==> config.mk <==
export PLATFORM = sky130hd
export DESIGN_NAME = adc_uart_scanner
export DESIGN_NICKNAME = d
export VERILOG_FILES = /design/src/rtl/adc_uart_scanner.sv
export SDC_FILE = /design/constraint.sdc
export NUM_CORES = 1
export LEC_CHECK = 0
export BUFFER_PORTS_ARGS = -buffer_cell sky130_fd_sc_hd__buf_2
export CAP_MARGIN = 20
export CORE_ASPECT_RATIO = 0.5
export CORE_UTILIZATION = 45
export DETAILED_ROUTE_END_ITERATION = 6
export PLACE_DENSITY = 0.67
export SLEW_MARGIN = 40
export SYNTH_ARGS = -nofsm -noshare
export SYNTH_HDL_FRONTEND = slang
export SYNTH_SLANG_ARGS = --single-unit
==> constraint.sdc <==
create_clock -name clock -period 2.1 [get_ports clock]
set_input_delay 0.21 -clock clock [delete_from_list [all_inputs] [get_ports clock]]
set_output_delay 0.21 -clock clock [all_outputs]
set_load 0.005 [all_outputs]
==> src/rtl/adc_uart_scanner.sv <==
// ADC scan sequencer feeding an asynchronous serial transmitter.
// Each captured conversion is sent as one frame; a receiver that is not ready drops the frame and flags error.
//
// state    | meaning
// S_MUX    | enable analog mux for current channel
// S_SETTLE | one cycle of mux settling
// S_SOC    | start conversion
// S_WAIT   | hold soc until eoc falls, then capture
// S_REQ    | post transmit request, advance channel
// S_HOLD   | wait for frame end or drop
// T_IDLE   | line idle, waiting for a request
// T_START  | start bit
// T_DATA   | data bits, MSB first
// T_PAR    | optional parity bit
// T_STOP   | stop bit
module adc_uart_scanner #(
    parameter int NUM_CH     = 8,
    parameter int CH_W       = 3,
    parameter int DATA_W     = 8,
    parameter int DIV        = 105,
    parameter int PARITY_EN  = 0,
    parameter int PARITY_ODD = 0
) (
    input  logic              clock,
    input  logic              reset,
    input  logic              eoc,
    input  logic [DATA_W-1:0] data_in,
    input  logic              dsr,
    output logic              soc,
    output logic              load_dato,
    output logic              mux_en,
    output logic [CH_W-1:0]   canale,
    output logic              data_out,
    output logic              tx_end,
    output logic              error,
    output logic              busy
);

    localparam int BAUD_W = (DIV > 2) ? $clog2(DIV) : 1;
    localparam int IDX_W  = $clog2(DATA_W);
    localparam logic [BAUD_W-1:0] BAUD_LAST = BAUD_W'(DIV - 1);
    localparam logic [IDX_W-1:0]  IDX_LAST  = IDX_W'(DATA_W - 1);
    localparam logic [CH_W-1:0]   CH_LAST   = CH_W'(NUM_CH - 1);
    localparam logic              PAR_ODD   = (PARITY_ODD != 0);

    typedef enum logic [2:0] {
        S_MUX, S_SETTLE, S_SOC, S_WAIT, S_REQ, S_HOLD
    } scan_state_t;

    typedef enum logic [2:0] {
        T_IDLE, T_START, T_DATA, T_PAR, T_STOP
    } tx_state_t;

    scan_state_t scan_state, scan_next;
    tx_state_t   tx_state, tx_next;

    logic [DATA_W-1:0] sample;
    logic [DATA_W-1:0] shift_reg;
    logic [BAUD_W-1:0] baud_cnt;
    logic [IDX_W-1:0]  bit_idx;
    logic              par_bit;
    logic              req_pend;
    logic              error_r;

    logic mux_c, soc_c, load_c;
    logic accept_c, drop_c, tx_end_c, data_c;
    logic baud_done;

    assign baud_done = (baud_cnt == BAUD_LAST);

    always_comb begin
        scan_next = scan_state;
        mux_c     = 1'b0;
        soc_c     = 1'b0;
        load_c    = 1'b0;
        case (scan_state)
            S_MUX: begin
                mux_c     = 1'b1;
                scan_next = S_SETTLE;
            end
            S_SETTLE: begin
                mux_c     = 1'b1;
                scan_next = S_SOC;
            end
            S_SOC: begin
                mux_c     = 1'b1;
                soc_c     = 1'b1;
                scan_next = S_WAIT;
            end
            S_WAIT: begin
                if (eoc) begin
                    mux_c = 1'b1;
                    soc_c = 1'b1;
                end else begin
                    load_c    = 1'b1;
                    scan_next = S_REQ;
                end
            end
            S_REQ:   scan_next = S_HOLD;
            S_HOLD: begin
                if (tx_end_c || drop_c)
                    scan_next = S_MUX;
            end
            default: scan_next = S_MUX;
        endcase
    end

    // Scan strobes are decoded from state; gating with reset keeps them low while reset is held.
    assign mux_en    = mux_c  & ~reset;
    assign soc       = soc_c  & ~reset;
    assign load_dato = load_c & ~reset;

    always_ff @(posedge clock or posedge reset) begin
        if (reset) begin
            scan_state <= S_MUX;
            sample     <= '0;
            canale     <= '0;
            req_pend   <= 1'b0;
        end else begin
            scan_state <= scan_next;
            if (load_c)
                sample <= data_in;
            if (scan_state == S_REQ) begin
                canale   <= (canale == CH_LAST) ? '0 : canale + CH_W'(1);
                req_pend <= 1'b1;
            end else if (accept_c || drop_c) begin
                req_pend <= 1'b0;
            end
        end
    end

    always_comb begin
        tx_next  = tx_state;
        accept_c = 1'b0;
        drop_c   = 1'b0;
        tx_end_c = 1'b0;
        data_c   = 1'b1;
        case (tx_state)
            T_IDLE: begin
                if (req_pend) begin
                    if (dsr) begin
                        accept_c = 1'b1;
                        tx_next  = T_START;
                    end else begin
                        drop_c = 1'b1;
                    end
                end
            end
            T_START: begin
                data_c = 1'b0;
                if (baud_done)
                    tx_next = T_DATA;
            end
            T_DATA: begin
                data_c = shift_reg[DATA_W-1];
                if (baud_done && (bit_idx == IDX_LAST))
                    tx_next = (PARITY_EN != 0) ? T_PAR : T_STOP;
            end
            T_PAR: begin
                data_c = par_bit;
                if (baud_done)
                    tx_next = T_STOP;
            end
            T_STOP: begin
                if (baud_done) begin
                    tx_end_c = 1'b1;
                    tx_next  = T_IDLE;
                end
            end
            default: tx_next = T_IDLE;
        endcase
    end

    always_ff @(posedge clock or posedge reset) begin
        if (reset) begin
            tx_state  <= T_IDLE;
            baud_cnt  <= '0;
            bit_idx   <= '0;
            shift_reg <= '0;
            par_bit   <= 1'b0;
            error_r   <= 1'b0;
        end else begin
            tx_state <= tx_next;
            if (accept_c) begin
                baud_cnt  <= '0;
                bit_idx   <= '0;
                shift_reg <= sample;
                par_bit   <= (^sample) ^ PAR_ODD;
                error_r   <= 1'b0;
            end else if (drop_c) begin
                error_r <= 1'b1;
            end else if (tx_state != T_IDLE) begin
                if (baud_done) begin
                    baud_cnt <= '0;
                    if (tx_state == T_DATA) begin
                        shift_reg <= {shift_reg[DATA_W-2:0], 1'b0};
                        bit_idx   <= bit_idx + IDX_W'(1);
                    end
                end else begin
                    baud_cnt <= baud_cnt + BAUD_W'(1);
                end
            end
        end
    end

    assign data_out = data_c;
    assign tx_end   = tx_end_c;
    assign busy     = (tx_state != T_IDLE);
    assign error    = error_r;

endmodule

==> results of run 1 <==
==> area by class of cell <==
type | count | area share, %
Inverter | 7 | 1.20
Timing Repair Buffer | 23 | 5.48
Clock buffer | 6 | 3.76
Sequential cell | 38 | 43.4
Tap cell | 54 | 3.08
Multi-Input combinational cell | 128 | 43.1
==> report_power, final <==
part / internal [W] / leakage [nW] / total [W] / switching, W
clock network: 0.000253 / 0.0431 / 0.000492 / 0.000239
registers: 0.00105 / 0.459 / 0.00137 / 0.000324
logic: 0.000621 / 0.543 / 0.00112 / 0.000496
==> placed cells by master, fill, tap and decap left out, types with 2 or more instances in the layout <==
| cell | synthesis | routed |
|---|---|---|
| inv_1 | 7 | 7 |
| dfrtp_1 | 38 | 38 |
| nand3_1 | 6 | 6 |
| xnor2_1 | 8 | 8 |
| nor3_1 | 5 | 5 |
| nor3b_1 | 2 | 2 |
| ha_1 | 6 | 6 |
| buf_4 | 2 | 2 |
| mux2i_1 | 10 | 10 |
| a21oi_1 | 11 | 11 |
| a32oi_1 | 2 | 2 |
| nor4b_1 | 2 | 2 |
| and3_1 | 2 | 2 |
| nand2_1 | 11 | 11 |
| mux2_2 | 11 | 11 |
| nand2b_1 | 2 | 2 |
| clkbuf_8 | 0 | 6 |
| and2_1 | 2 | 2 |
| a211o_1 | 2 | 2 |
| o21ai_0 | 6 | 6 |
| nor2_1 | 18 | 18 |
| buf_2 | 4 | 21 |
==> logic make-up after synthesis <==
| family | synth area share, % |
|---|---|
| fa+ha+maj | 3.83 |
| mux | 11.4 |
| simple gates | 18.4 |
| compound gates | 10.6 |
| flops | 48.6 |
| xor+xnor | 4.03 |
| buf+inv | 3.13 |
==> critical path: cells and delay by family (launching register included) <==
family                 cells  cell delay (ps)
flip-flops                 1              520
AND/OR/NAND/NOR            1              340
buffers and inverters      2              340
==> per-stage QoR <==
step,instance area [um2],setup WS (ps),util (%),power [W],std cells
3_3_place_gp,2110,514,52.5,0.00246,250
5_1_grt,2190,286,54.5,0.00325,256
2_1_floorplan,1960,531,-,0.00225,179
3_5_place_dp,2110,458,52.5,0.00253,250
4_1_cts,2190,387,54.5,0.00302,256
6_report,2190,391,54.5,0.00298,256
==> per-layer routing <==
metal | global-route usage (%) | vias to the layer above | routed length, um
met5 | 0 | - | 0
met4 | 4.55 | 0 | 21
met3 | 5.19 | 3 | 102
met2 | 25.5 | 13 | 1480
met1 | 21.9 | 674 | 1630
li1 | - | 684 | -
==> worst min-delay path by stage <==
stage	endpoint	slack (ps)
after CTS	baud_cnt[3]	90
after global placement	canale[1]	380
after detailed placement	canale[1]	400
after floorplan	error	300
after global routing	baud_cnt[3]	140
final	baud_cnt[2]	80
==> metrics.yaml, run 1 <==
drtPass1Iterations: 4
skew_ps: 8.30
syn-cell-area_mm2: 0.00196
grt_pass1_vias: 1296
reg2reg_depth: 4
regArea_um2: 951
initial_core_util_pct: 48.7
ys_top_cells_by_area: "dfrtp_1, mux2_2, mux2i_1, ha_1, xnor2_1"
cts.sinks: 38
die_height_um: 48.6
synthToLayoutAreaGrowth_pct: 12.0
r2r-end: "shift_reg[7]"
layout.nets: 221
clock_path_buffers: 2
yosysWarnings: 0
syn_nets: 197
tightestPinTransition_ps: 486
maxCapViolCount: 0
startpoint: "tx_state[0]"
synthMostInstantiatedCell: "dfrtp_1"
htreeDepth: 2
worstPathRequired_ps: 1890
finalCritPeriodShare_pct: 81.4
ys.flop_type: "dfrtp_1"
insertedDiodeCount: 0
cp_slowest_cell: "dfrtp_1"
finalHoldViolCount: 0
synth_top_area_share_pct: 48.6
hp-class: "primary input to async pin"
layout_min_cycle_time_ps: 1710
cts_hold_buf: 0
avgSynthCellArea_um2: 10.9
viasPerCell: 5.37
setup_viol: 0
ys_ff_latch: 38
row_count: 16
relSlewSlack_pct: 67.5
rsz0062_at_grt: "false"
synth_area_leader_cell: "dfrtp_1"
crit_chain: "nor3_4, inv_1, buf_2"
synth_edf_count: 0
dieArea_mm2: 0.00464
finalSetupTns_ps: 0
hold-worst-slack_ps: 76.9
fillers: 357
cts_tree: "yes"
wl_um: 3230
crit_type: "flip-flop to output pin"
routedWlPerCell_um: 12.6
yosysSeqAreaShare_pct: 48.6
first_iter_violations: 54
grt_max_degree: 39
ioPinCount: 22
place.gp.congestion: 0.753
cts_buffers: 5
grt_pass1_wl_um: 5770
die_x_um: 95.3
r2r_setup_slack_ps: 420
cts_resized: 0
multi_input_area_um2: 946
core_mm2: 0.00402
root_buffer: "clkbuf_8"
gr-usage-all-layers_pct: 16.3
place_hpwl_um: 2320
ir_drop_uv: 632
postCtsSetupBuffers: 0
cp-end-kind: "output pin"
p_leak_nw: 1.04
overflow: 0
vias: 1374
max_stage_delay_ps: 520
r2r-start: "tx_state[0]"
route.detailed.drc: 0
p_per_area_mw_per_mm2: 1360
startpoint_type: "flip-flop"
synth_cell_types: 43
drive_above_1_share_pct: 23.3
netlist_instances: 179
arrival_ps: 1500
run_status: "complete, no violations"
worstSkewPairLatency_ps: 290
crit_end: "busy"
synth.top_cells.by_count: "dfrtp_1, nor2_1, a21oi_1, mux2_2, nand2_1"
fmax_ghz: 0.585
drv_slew: 0
ant_nets: 0
antenna_found_initial: 0
async_flop_share_pct: 100
port_buffers: 21
path_clk_slew_ps: 70
cp_max_fo: 10
No activity file was read; power rests on OpenSTA's default activity.
==> run 2: changes to the inputs <==
--- a/config.mk
+++ b/config.mk
@@ -5,6 +5,7 @@
 export SDC_FILE = /design/constraint.sdc
 export NUM_CORES = 1
 export LEC_CHECK = 0
+export ABC_AREA = 1
 export BUFFER_PORTS_ARGS = -buffer_cell sky130_fd_sc_hd__buf_2
 export CAP_MARGIN = 20
 export CORE_ASPECT_RATIO = 0.5
==> constraint.sdc (replaced) <==
create_clock -name clock -period 1.6 [get_ports clock]
set_input_delay 0.16 -clock clock [delete_from_list [all_inputs] [get_ports clock]]
set_output_delay 0.16 -clock clock [all_outputs]
set_load 0.005 [all_outputs]
==> run 2 against run 1 <==
Net effect: non-clock buffer count is 12 higher; utilization is 4.3 points higher; worst setup slack worse by 360 ps; final cell count is 42% higher; sequential power is 15% higher; global-route usage is 1.9 points higher; count of clock-buffer cells in the layout is 1 higher; critical endpoint is now soc; largest power group is now combinational cells.
==> metrics.yaml, run 2 <==
initial_core_util_pct: 49.8  # +1.2 points
drv_slew: 0  # unchanged
startpoint_type: "flip-flop"
htreeDepth: 2  # unchanged
layout.nets: 326  # +48%
worst_slack_ps: 32.5  # -359 ps
dieArea_mm2: 0.00488  # +5.3%
relSlewSlack_pct: 76.7  # +9.1 points
place.gp.congestion: 0.874  # +16%
synthMostInstantiatedCell: "nand2_1"
grt_util_met3_pct: 4.82  # -0.37 points
place_hpwl_um: 2970  # +28%
grt_pass1_vias: 1549  # +20%
antenna_found_initial: 0  # unchanged
ys_ff_latch: 38  # unchanged
ir_drop_uv: 748  # +18%
ioPinCount: 22  # unchanged
crit_type: "flip-flop to output pin"
yosysWarnings: 0  # unchanged
synth_edf_count: 0  # unchanged
synth.top_cells.by_count: "nand2_1, dfrtp_1, inv_1"
cp-end-kind: "output pin"
gr-usage-all-layers_pct: 18.3  # +1.9 points
core_mm2: 0.00414  # +3.0%
finalCritPeriodShare_pct: 98.0
row_count: 16  # unchanged
drtPass1Iterations: 4  # unchanged
worstPathRequired_ps: 1440  # -450 ps
synth_cell_types: 25  # -42%
maxCapViolCount: 0  # unchanged
netlist_instances: 269  # +50%
syn_nets: 287  # +46%
layout_common_cells: "nand2_1, dfrtp_1, inv_1"
setup_viol: 0  # unchanged
viasPerCell: 4.93  # -8.2%
skew_ps: 6.39  # -1.91 ps
root_buffer: "clkbuf_8"
cts_buffers: 5  # unchanged
grt_max_degree: 28  # -28%
post-place-ws_ps: 50.0  # -408 ps
hold-worst-slack_ps: 104  # +27.4 ps
syn-cell-area_mm2: 0.00207  # +5.5%
fmax_ghz: 0.638
yosysSeqAreaShare_pct: 46.0  # -2.5 points
wl_um: 4140  # +28%
drive_above_1_share_pct: 22.0  # -1.3 points
synth_area_leader_cell: "dfrtp_1"
p_per_area_mw_per_mm2: 1710  # +26%
grtUsageMet2_pct: 27.2  # +1.7 points
arrival_ps: 1410  # -90 ps
tightestPinTransition_ps: 350  # -135 ps
cts.sinks: 38  # unchanged
die_height_um: 49.9  # +2.6%
port_buffers: 21  # unchanged
route.detailed.drc: 0  # unchanged
p_leak_nw: 1.36  # +30%
finalPower_w: 0.00417  # +40%
overflow: 0  # unchanged
grt_use_met1_pct: 26.0  # +4.1 points
final_common_cell: "nand2_1"
insertedDiodeCount: 0  # unchanged
top_usage_layer: "met2"
async_flop_share_pct: 100  # unchanged
layout_min_cycle_time_ps: 1570
routedWlPerCell_um: 11.4  # -9.7%
worstSkewPairLatency_ps: 300  # about the same
ys.flop_type: "dfrtp_1"
path_clk_slew_ps: 80  # about the same
first_iter_violations: 87  # +61%
finalHoldViolCount: 0  # unchanged
synthToLayoutAreaGrowth_pct: 18.0
synth_top_area_share_pct: 46.0  # -2.5 points
avgSynthCellArea_um2: 7.68  # -30%
cts_tree: "yes"
clock_path_buffers: 2  # unchanged
die_x_um: 97.8  # +2.6%
grt_pass1_wl_um: 6910  # +20%
hp-class: "primary input to flip-flop"
cp_max_fo: 5  # -5
vias: 1789  # +30%
ant_nets: 0  # unchanged
ys_top_cells_by_area: "dfrtp_1, nand2_1, inv_1, nand3_1, nor2_1"
run_status: "complete, no violations"
run 2: changes by cell type in the layout (fill, tap and decap cells not counted), sizes merged, moves of 6 or more:
cell | before | now
mux2 | 11 | 2
buf | 23 | 34
nand2 | 11 | 103
o21ai | 7 | 20
inv | 7 | 33
mux2i | 10 | 0
nor2 | 18 | 25
nand3 | 7 | 17
xnor2 | 8 | 2
run 2: final timing paths:
path,startpoint,endpoint,slack (ps),cells past startpoint
setup reg to reg,baud_cnt[1],shift_reg[4],140,10
setup / recovery,scan_state[2],soc,30,4
max in group asynchronous,reset,scan_state[1],760,4
min in group asynchronous,reset,canale[0],480,4
hold / removal,data_in[1],sample[1],100,3
hold reg to reg,shift_reg[1],shift_reg[1],490,2
run 2: power by group:
part	switching, W	internal (W)	total [W]
logic	0.00115	0.000755	0.00190
registers	0.000265	0.00131	0.00158
clock network	0.000346	0.000348	0.000694
run 2: per-layer routing:
metal	vias up	share of wire, %
li1	926	-
met1	826	52
met2	30	43
met3	7	3.9
met4	0	1.1
met5	-	0
run 2: kinds of logic after synthesis:
logic type / Yosys count / share of synthesized area, %
adders and majority gates: 6 / 3.63
AOI/OAI and AO/OA: 35 / 10.6
DFF: 38 / 46.0
muxes: 2 / 1.09
buffers and inverters: 36 / 7.45
and+or+nand+nor: 149 / 29.9
xor gates and xnor gates: 3 / 1.27
run 2: layout make-up:
cell class	count	area, um2
timing repair buffer	35	225
fill	391	1710
clock buffer	7	86.3
multi-input combinational	195	973
inverter	33	129
tap	54	67.6
clock inverter	1	5.00
sequential	38	952
run 2: repair_timing:
action / CTS / global route
gates cloned: 0 / 0
pin swaps: 0 / 2
hold endpoints to repair: 38 / 0
setup endpoints to repair: 1 / 13
hold buffers: 1 / 0
buffers inserted: 1 / 7
gates resized for setup: 0 / 10
run 2: through the flow:
| step | utilization, % | TNS [ps] | cells | area, um2 |
|---|---|---|---|---|
| 2_1_floorplan | - | 0 | 269 | 2070 |
| 3_3_place_gp | 54.3 | 0 | 346 | 2250 |
| 3_5_place_dp | 54.3 | 0 | 346 | 2250 |
| 4_1_cts | 56.9 | 0 | 356 | 2360 |
| 5_1_grt | 58.8 | -61.2 | 363 | 2440 |
| 6_report | 58.8 | 0 | 363 | 2440 |
run 2: worst max-delay path, stage by stage (launching register included):
cell     delay [ps]
dfrtp_1         430
inv_1           170
nand4_1         200
a21oi_1         180
buf_2           120
==> run 3: changes to the inputs <==
==> constraint.sdc (replaced) <==
create_clock -name clock -period 1.45 [get_ports clock]
set_input_delay 0.0725 -clock clock [delete_from_list [all_inputs] [get_ports clock]]
set_output_delay 0.0725 -clock clock [all_outputs]
set_load 0.005 [all_outputs]
==> run 3 against run 2 <==
Net effect: flip-flop and latch count stayed put; critical path depth grew 5; clock power is 30% higher; combinational power grew 25%; hold slack worse by 81 ps; sequential power rose by 8%; register-to-register slack worse by 70 ps; wire length increased by 3.2%; critical path type unchanged; largest power group unchanged.
==> metrics.yaml, run 3 (synthesized netlist as in run 2, its figures left out) <==
run_status: "complete, no violations"
viasPerCell: 4.96  # +0.58%
drv_slew: 0  # unchanged
worstSkewPairLatency_ps: 290  # about the same
core_mm2: 0.00414  # unchanged
setup_viol: 0  # unchanged
gr-usage-all-layers_pct: 19.0  # +0.76 points
fin_cells: 370  # +1.9%
hold-worst-slack_ps: 23.6  # -80.8 ps
p_int_w: 0.00294  # +22%
die_x_um: 97.8  # unchanged
ant_nets: 0  # unchanged
final_common_cell: "nand2_1"
row_count: 16  # unchanged
cp-end-kind: "output pin"
place_hpwl_um: 2910  # -2.1%
dieArea_mm2: 0.00488  # unchanged
relSlewSlack_pct: 79.7  # +3.0 points
tightestPinTransition_ps: 304  # -46.2 ps
rsz0062_at_grt: "true"
crit_top_cell: "inv_2"
crit_chain: "inv_1, ha_4, nand2_2, inv_2, nand2_4, inv_2, nand2_2, inv_2, buf_6"
wl_um: 4270  # +3.2%
path_clk_slew_ps: 80  # about the same
routedWlPerCell_um: 11.5  # +1.3%
cts_tree: "yes"
cp_max_fo: 5  # unchanged
p_seq_share_pct: 34.4  # -3.3 points
clock_path_buffers: 2  # unchanged
root_buffer: "clkbuf_8"
insertedDiodeCount: 0  # unchanged
skew_ps: 2.68  # -3.71 ps
power.net_switching_w: 0.00204  # +16%
startpoint: "baud_cnt[0]"
r2r-start: "baud_cnt[0]"
path_depth: 9  # +5
worst_slack_ps: 31.8  # -0.681 ps
place_inst: 352  # +1.7%
clkPwrFrac_pct: 18.1  # +1.5 points
drtPass1Iterations: 4  # unchanged
cp_slowest_cell: "dfrtp_1"
combPwrFrac_pct: 47.5  # +1.9 points
r2r_setup_slack_ps: 70  # -70 ps
grt_pass1_wl_um: 7130  # +3.1%
crit_type: "flip-flop to output pin"
reg2reg_depth: 10  # unchanged
critPathBufInv: 5  # +3
p_per_area_mw_per_mm2: 1950  # +14%
ir_drop_uv: 950  # +27%
worstPathRequired_ps: 1380  # -60 ps
swShare_pct: 41.0  # -1.1 points
first_iter_violations: 78  # -10%
cts_buffers: 5  # unchanged
hp-class: "primary input to flip-flop"
multi_input_area_mm2: 0.00100  # +3.2%
finalHoldViolCount: 0  # unchanged
drive_above_1_share_pct: 26.3  # +4.3 points
fillers: 369  # -5.6%
synthToLayoutAreaGrowth_pct: 23.7
layout_common_cells: "nand2_1, dfrtp_1, inv_1"
crit_family: "flip-flops"
p_leak_nw: 1.39  # +2.6%
layout_min_cycle_time_ps: 1420
antenna_found_initial: 0  # unchanged
startpoint_type: "flip-flop"
grt_max_degree: 36  # +29%
arrival_ps: 1350  # -60 ps
r2r-end: "tx_state[1]"
maxCapViolCount: 0  # unchanged
die_height_um: 49.9  # unchanged
regArea_um2: 952  # unchanged
grt_pass1_vias: 1648  # +6.4%
fmax_ghz: 0.705
cts.sinks: 38  # unchanged
max_stage_delay_ps: 390  # -40 ps
layout.nets: 333  # +2.1%
finalCritPeriodShare_pct: 97.8
crit_end: "tx_end"
vias: 1834  # +2.5%
place.gp.congestion: 0.910  # +4.2%
finalPower_w: 0.00498  # +19%
initial_core_util_pct: 49.8  # unchanged
ioPinCount: 22  # unchanged
route.detailed.drc: 0  # unchanged
post-place-ws_ps: -11.6  # -61.6 ps
overflow: 0  # unchanged
port_buffers: 21  # unchanged
htreeDepth: 2  # unchanged
==> run 3: final cells by class <==
cell class / instances / area share (%)
Tap cell: 54 / 2.64
Clock buffer: 7 / 2.99
Clock inverter: 1 / 1.17
Inverter: 33 / 5.04
Multi-Input combinational cell: 195 / 39.3
Sequential cell: 38 / 37.2
Timing Repair Buffer: 42 / 11.6
==> run 3: metrics by stage <==
stage	setup TNS (ps)	instance area, um2	util, %
after floorplan	0	2070	-
after global placement	0	2310	55.6
after detailed placement	-23.1	2310	55.6
after CTS	0	2450	59.1
after global routing	-190	2560	61.7
final	0	2560	61.7
==> run 3: power groups by stage <==
stage,clock network [W],logic [W],registers (W)
2_1_floorplan,0,0.00148,0.00171
4_1_cts,0.000920,0.00214,0.00171
3_3_place_gp,0,0.00205,0.00172
5_1_grt,0.000967,0.00271,0.00176
6_report,0.000900,0.00237,0.00171
3_5_place_dp,0,0.00210,0.00173
==> run 3: per-layer routing <==
layer  vias up  part of all wire (%)  GRT usage (%)
met2        43                    44           30.7
li1        945                     -              -
met3         7                   3.8           4.82
met5         -                     0              0
met1       839                    51           24.3
met4         0                   1.3           8.84
==> run 3: how the worst min path moves through the flow <==
stage / startpoint / end / slack, ps / cells past startpoint
2_1_floorplan: reset / soc / 170 / 1
3_3_place_gp: reset / canale[0] / 20 / 2
3_5_place_dp: reset / canale[2] / 20 / 2
4_1_cts: data_in[4] / sample[4] / 20 / 3
5_1_grt: data_in[7] / sample[7] / 20 / 3
6_report: data_in[1] / sample[1] / 20 / 3
==> run 3: what timing repair did <==
item / in CTS / in global routing
hold endpoints to repair: 38 / 0
pin swaps: 2 / 4
hold buffers: 1 / 0
gates resized for setup: 5 / 18
gates cloned: 0 / 0
buffers inserted: 2 / 7
endpoints found under the setup margin: 11 / 26
==> run 3: worst reg2reg max path: stages (launching register included) <==
cell     delay [ps]
dfrtp_1         390
inv_1            90
ha_4            130
nand2_2          40
inv_2            70
nand2_4          80
buf_4           160
nand2_1          80
nand3_1         100
nand2_1          70
nand2_1          50
